===== src/rtl/jump_addr_sequencer.sv =====
// Jump-address sequencer: fetches the two operand bytes of a jump (high, then low)
// into the jump register, then issues one PC load with the target or the fall-through.
module jump_addr_sequencer #(
    parameter int ADDR_W = 16,
    parameter int DATA_W = 8
) (
    input  logic              clock,
    input  logic              reset,
    input  logic              start,
    input  logic              cond_ok,
    input  logic [ADDR_W-1:0] pc,
    output logic              mem_rd,
    output logic [ADDR_W-1:0] mem_addr,
    input  logic              mem_ack,
    input  logic [DATA_W-1:0] mem_data,
    output logic              reg_high,
    output logic              reg_low,
    output logic [DATA_W-1:0] reg_data,
    input  logic [ADDR_W-1:0] jreg_q,
    output logic              pc_load,
    output logic [ADDR_W-1:0] pc_value,
    output logic              taken,
    output logic              busy,
    output logic [2:0]        dbg_state
);

    // Handshake: mem_rd stays high with a stable mem_addr until a cycle with mem_ack=1;
    // mem_data is consumed in that same cycle and the request drops on the next edge.
    typedef enum logic [2:0] {
        IDLE   = 3'd0,
        RD_HI  = 3'd1,
        WR_HI  = 3'd2,
        RD_LO  = 3'd3,
        WR_LO  = 3'd4,
        COMMIT = 3'd5
    } state_t;

    state_t            state;
    logic [ADDR_W-1:0] base;
    logic [DATA_W-1:0] byte_q;
    logic              taken_flag;

    assign reg_data  = byte_q;
    assign dbg_state = state;

    // The jump register only settles on the edge that ends WR_LO, so the target is
    // picked up from jreg_q during COMMIT rather than registered ahead of time.
    assign pc_value = pc_load ? (taken_flag ? jreg_q : base + ADDR_W'(2)) : '0;

    always_ff @(posedge clock) begin
        if (!reset) begin
            state      <= IDLE;
            base       <= '0;
            byte_q     <= '0;
            taken_flag <= 1'b0;
            mem_rd     <= 1'b0;
            mem_addr   <= '0;
            reg_high   <= 1'b0;
            reg_low    <= 1'b0;
            pc_load    <= 1'b0;
            taken      <= 1'b0;
            busy       <= 1'b0;
        end else begin
            case (state)
                IDLE: begin
                    if (start) begin
                        base       <= pc;
                        taken_flag <= cond_ok;
                        busy       <= 1'b1;
                        if (cond_ok) begin
                            state    <= RD_HI;
                            mem_rd   <= 1'b1;
                            mem_addr <= pc;
                        end else begin
                            state   <= COMMIT;
                            pc_load <= 1'b1;
                            taken   <= 1'b0;
                        end
                    end
                end
                RD_HI: begin
                    if (mem_ack) begin
                        byte_q   <= mem_data;
                        mem_rd   <= 1'b0;
                        mem_addr <= '0;
                        reg_high <= 1'b1;
                        state    <= WR_HI;
                    end
                end
                WR_HI: begin
                    reg_high <= 1'b0;
                    mem_rd   <= 1'b1;
                    mem_addr <= base + ADDR_W'(1);
                    state    <= RD_LO;
                end
                RD_LO: begin
                    if (mem_ack) begin
                        byte_q   <= mem_data;
                        mem_rd   <= 1'b0;
                        mem_addr <= '0;
                        reg_low  <= 1'b1;
                        state    <= WR_LO;
                    end
                end
                WR_LO: begin
                    reg_low <= 1'b0;
                    pc_load <= 1'b1;
                    taken   <= taken_flag;
                    state   <= COMMIT;
                end
                COMMIT: begin
                    pc_load <= 1'b0;
                    taken   <= 1'b0;
                    busy    <= 1'b0;
                    state   <= IDLE;
                end
                default: begin
                    mem_rd   <= 1'b0;
                    mem_addr <= '0;
                    reg_high <= 1'b0;
                    reg_low  <= 1'b0;
                    pc_load  <= 1'b0;
                    taken    <= 1'b0;
                    busy     <= 1'b0;
                    state    <= IDLE;
                end
            endcase
        end
    end

endmodule


===== config.mk =====
export PLATFORM = sky130hd
export DESIGN_NAME = jump_addr_sequencer
export DESIGN_NICKNAME = d
export VERILOG_FILES = /design/src/rtl/jump_addr_sequencer.sv
export SDC_FILE = /design/constraint.sdc
export NUM_CORES = 1
export LEC_CHECK = 0
export CELL_PAD_IN_SITES_DETAIL_PLACEMENT = 1
export CELL_PAD_IN_SITES_GLOBAL_PLACEMENT = 1
export CORE_UTILIZATION = 35
export CTS_BUF_LIST = sky130_fd_sc_hd__clkbuf_8 sky130_fd_sc_hd__clkbuf_16
export CTS_CLUSTER_SIZE = 24
export DETAILED_ROUTE_END_ITERATION = 12
export GPL_TIMING_DRIVEN = 0
export HOLD_SLACK_MARGIN = 0.05
export PLACE_DENSITY_LB_ADDON = 0.1
export SYNTH_ARGS = -nofsm -noshare
export SYNTH_HDL_FRONTEND = slang
export SYNTH_SLANG_ARGS = --single-unit

===== constraint.sdc =====
create_clock -name clock -period 4.7 [get_ports clock]
set_input_delay 0.94 -clock clock [delete_from_list [all_inputs] [get_ports clock]]
set_output_delay 0.94 -clock clock [all_outputs]
set_load 0.03 [all_outputs]

Yosys cells after proc, flatten, opt, wreduce, memory -nomap -nowiden. Cells that the tools add are included.

Magnitude comparators: 0. Add/subtract/negate cells: 2. Div/mod/pow operators: 0. Bitwise gates (word level): 5. Multiply operators: 0. Multiplexer cells: 26. Shifts and indexed selects: 0. Reduce and logical (&&, ||, !) cells: 15. Equality and inequality tests: 11.

Operators by type and width (number): 16-bit two-way mux (5); 16-bit one-hot mux with 4 select lines (1); 16-bit by 1-bit adder with 16-bit output, second input constant (1); 16-bit by 2-bit adder with 16-bit output, second input constant (1); 3-bit one-hot mux with 5 select lines (1); 3-bit two-way mux (4); 4-bit OR reduction (3); 2-bit != test, second input constant (5); 2-bit AND reduction (5); 1-bit two-way mux (9); 3-bit by 2-bit equality test with 1-bit output, second input constant (2); 3-bit equality test, second input constant (2); 1-bit one-hot mux with 2 select lines (3); 1-bit one-hot mux with 3 select lines (2); 3-bit AND reduction (2); 1-bit NOT (5); 1-bit one-hot mux with 4 select lines (1); 4-bit AND reduction (1); 2-bit OR reduction (2); 3-bit by 1-bit equality test with 1-bit output, second input constant (1); 3-bit logical NOT (1); 3-bit OR reduction (1); 2-bit by 1-bit != test with 1-bit output, second input constant (1).

Logic and storage cells: 70. Memories kept: 0. Bits in latches: 0. Bits in registers: 50. Bits of input ports: 45. Memory bits (read-only): 0. Bits in writable memories: 0. Output and inout bits: 49.

Logic depth before layout (Yosys ltp).
Depth in word-level cells: 4. Mapped depth: 7. Depth with buffers taken out: 5.

Least setup slack after synthesis. OpenSTA, ideal clock, no wires.

Path type: flip-flop to output port. Start point: register base[4]. End point: output pc_value[14]. Arrival: 1.818 ns. Data required time: 3.760 ns. Stages on the path, launching flop included: 6. Path buffers: 1. Slack: 1.942 ns. Path through: dfxtp_1 -> buf_2 -> nand3_4 -> nor4_2 -> a311oi_1 -> nor3_1.

Word-level cells in the longest chain between the ends: 3.

RTL lines: start, declared (line 39) `logic [ADDR_W-1:0] base;`; start signal, assigned (line 67) `base <= pc;`; 16-bit by 2-bit adder with 16-bit output (line 48) `assign pc_value = pc_load ? (taken_flag ? jreg_q : base + ADDR_W'(2)) : '0;`; 16-bit two-way mux (2 in a row) (line 48); end, declared (line 21) `output logic [ADDR_W-1:0] pc_value,`.

No other way between the ends.

Worst setup path in the final report.
Start point: register base[2]. End point: output pc_value[13].

Same word-level chain as after synthesis.

==> run_results.csv <==
group,metric,value,unit
cts,cts_sinks,50,
sta,skew,5.60,ps
cts,cts_buffers,5,
global_routing,grt_pass1_vias,3129,
critical_path,cp_cell_sequence,"ha_1 -> nand2_1 -> nor4_1 -> xor2_1 -> o211a_1 -> clkdlybuf4s50_1",
yosys,syn_avg_cell_area,7.80,µm²
place,dp_hpwl,7.46,mm
critical_path,start_kind,"flip-flop",
yosys,syn_nets,417,
routing,viasPerCell,5.50,
yosys,synth_fa_ha_area_frac,0.0130,
global_routing,track_usage,0.238,
power,vdd_drop_max,197,µV
yosys,yosysMostFrequentCell,"nand2_1",
cells_and_area,fill_cells,976,
sta,max_freq,284,MHz
die,rows,32,
critical_path,worst-path-max-fanout,7,
sta,fin_crit,3520,ps
cts,cts_post_setup_buffers_inserted,0,
yosys,synth_top_area_share,0.348,
yosys,yosysTopAreaCell,"dfxtp_1",
cts,clock_latency,310,ps
die,die_area,0.00859,mm²
routing,drt-initial-drc-count,116,
cells_and_area,finalNonFillerCells,572,
sta,hold_slack,458,ps
place,dpl_cell_area,0.00394,mm²
yosys,synth_cell_types,54,
critical_path,cp_slowest_stage_delay,660,ps
yosys,postSynth.asyncResetShare,0,
sta,layout_setup_ws,1180,ps
routing,drc_errors,0,
global_routing,overflow,0,
yosys,synth.mux.area_fraction,0.0143,
die,die_w,92.7,µm
cells_and_area,fin_util,0.516,
cells_and_area,antennaDiodeCount,0,
global_routing,grt_max_degree,17,
run,cap_violations,0,
global_routing,antenna_found_initial,0,
routing,ant_nets,0,
sta,setup_violations,0,
status,outcome,"finished clean",
global_routing,globalRouteMet1Util,0.324,
sta,drv_slew,0,
yosys,yosys-top-cells-area,"dfxtp_1 35%, nand2_1 8.7%, a21oi_1 7.8%",
place,dp_cells,564,
yosys,synth-compound-area-share,0.222,
cts,cts_buffer_depth,2,
cells_and_area,layout.nets,517,
die,start_util,0.367,
yosys,syn-cell-area,0.00288,mm²
critical_path,crit_slowest_cell,"clkdlybuf4s50_1",
sta,setup_tns,0,ps
die,ioPinCount,94,
yosys,ys_ff_latch,50,
yosys,synthSimpleGateAreaFrac,0.291,
yosys,synthTopCellsByCount,"67 x nand2_1, 50 x dfxtp_1, 45 x a21oi_1",
global_routing,met2_usage,0.397,
cts,htree_levels,2,
sta,worstMarginPinSlew,860,ps
cts,cts_tree,"yes",
cts,clkTransAtPathRegs,100,ps
sta,rsz0062_at_grt,"false",
power,p_leak,1.48,nW
critical_path,critPathRequiredTime,3760,ps
die,core_area,0.00785,mm²
cts,cts_resized,0,
yosys,synth_top_family_by_area,"simple AND/OR/NAND/NOR gates",
critical_path,end_kind,"output port",
cells_and_area,area_growth,40.7,%
yosys,synth_edf_count,0,
routing,num_vias,3148,
yosys,syn-instance-count,369,
sta,slew_headroom,0.426,
critical_path,cp_num_buf_inv,1,
cts,cts_hold_buf,0,
cells_and_area,final_area,0.00405,mm²
sta,fin_crit_sh,0.748,
critical_path,critPathTopFamily,"buffers and inverters",
yosys,synth.yosys.seq_area_share,0.348,
die,die_y,92.7,µm
critical_path,crit_arrival,2580,ps
yosys,synthXorXnorAreaFrac,0.0548,
global_routing,grt_pass1_wl,15.9,mm
cts,clockRootBuffer,"clkbuf_8",
place,dpl_worst_slack,1420,ps
routing,drt_pass1_iterations,4,
critical_path,critPathKind,"flip-flop to output port",
global_routing,gr-usage-met3,0.0337,
power,power,1.20,mW
place,io_buffers,93,
yosys,ys_warn_count,0,
routing,wl_per_cell,17.4,µm
power,powerDensity,296,mW/mm²
hold_path,hold_path_class,"flip-flop to flip-flop",
place,gp_congestion,0.838,
routing,wirelength,9.93,mm
global_routing,grt_most_used_layer,"met2",
yosys,synth_flop_cell,"dfxtp_1",
sta,hold_viol_final,0,
cells_and_area,drive_above_1_share,0.0809,
## cell type report
| type | instances | area (µm²) | share of cell area |
|---|---|---|---|
| inverter | 5 | 18.8 | 0.00463 |
| buffer | 29 | 145 | 0.0358 |
| timing repair buffer | 93 | 931 | 0.230 |
| multi-input combinational | 285 | 1710 | 0.423 |
| tap | 102 | 128 | 0.0315 |
| sequential | 50 | 1000 | 0.247 |
| clock inverter | 3 | 43.8 | 0.0108 |
| clock buffer | 5 | 68.8 | 0.0170 |
## worst reg2reg max path: cells and delay by family, from the launching register on
| family | cells | cell delay, ps |
|---|---|---|
| simple gates | 2 | 710 |
| flops | 1 | 590 |
| compound gates | 2 | 450 |
| fa+ha+maj | 1 | 280 |
## cell usage in the layout, fill, tap and decap left out, types with 2 or more instances in the layout
cell / instances
clkdlybuf4s50_1: 93
nand2_1: 67
dfxtp_1: 50
a21oi_1: 45
nor2_1: 19
nand3_1: 18
o21ai_0: 15
clkbuf_1: 11
buf_2: 11
xnor2_1: 11
nor3_1: 10
nor2b_1: 8
a22o_1: 8
xor2_1: 7
a31oi_1: 7
nand2b_1: 6
o211a_1: 6
inv_1: 5
clkbuf_8: 5
nand4_1: 4
nor4_2: 3
nor4_1: 3
mux2i_1: 3
and2_1: 3
a221oi_1: 3
buf_1: 3
ha_1: 3
buf_4: 2
and4b_1: 2
a211o_1: 2
nand3_2: 2
a221o_1: 2
buf_6: 2
and3_1: 2
o211ai_1: 2
o311a_1: 2
o21ai_1: 2
or3_1: 2
## path summary, 6_finish.rpt
| path | cells past startpoint | to | slack, ps | startpoint |
|---|---|---|---|---|
| setup / recovery | 6 | pc_value[13] | 1180 | base[2] |
| hold / removal | 2 | mem_rd | 460 | mem_rd |
| setup reg to reg | 5 | mem_addr[14] | 2580 | base[0] |
| hold reg to reg | 2 | mem_rd | 460 | mem_rd |
## power breakdown
part | switching, mW | leakage [nW] | internal (mW)
clock network | 0.159 | 0.0585 | 0.160
logic | 0.227 | 1.01 | 0.161
registers | 0.0330 | 0.409 | 0.459
total | 0.419 | 1.48 | 0.780
## cell families (layout without fill, tap and decap cells)
logic type                 after synthesis  count (layout)
and+or+nand+nor                        160             160
xor gates and xnor gates                18              18
DFF                                     50              50
muxes                                    4               4
AOI/OAI and AO/OA                      100             100
buffers and inverters                   34             135
adders and majority gates                3               3
## metal layers
layer / vias up / routed length, µm
met5: - / 0
met3: 9 / 526
li1: 1503 / -
met4: 0 / 99
met1: 1542 / 4520
met2: 94 / 4780
## sequential cells by signal (all words and copies together), names as in the netlist
name,flops
base,16
mem_addr,16
reg_data,8
dbg_state,3
busy,1
mem_rd,1
pc_load,1
reg_high,1
reg_low,1
taken,1
taken_flag,1
Power figures use the tool's default switching activity.
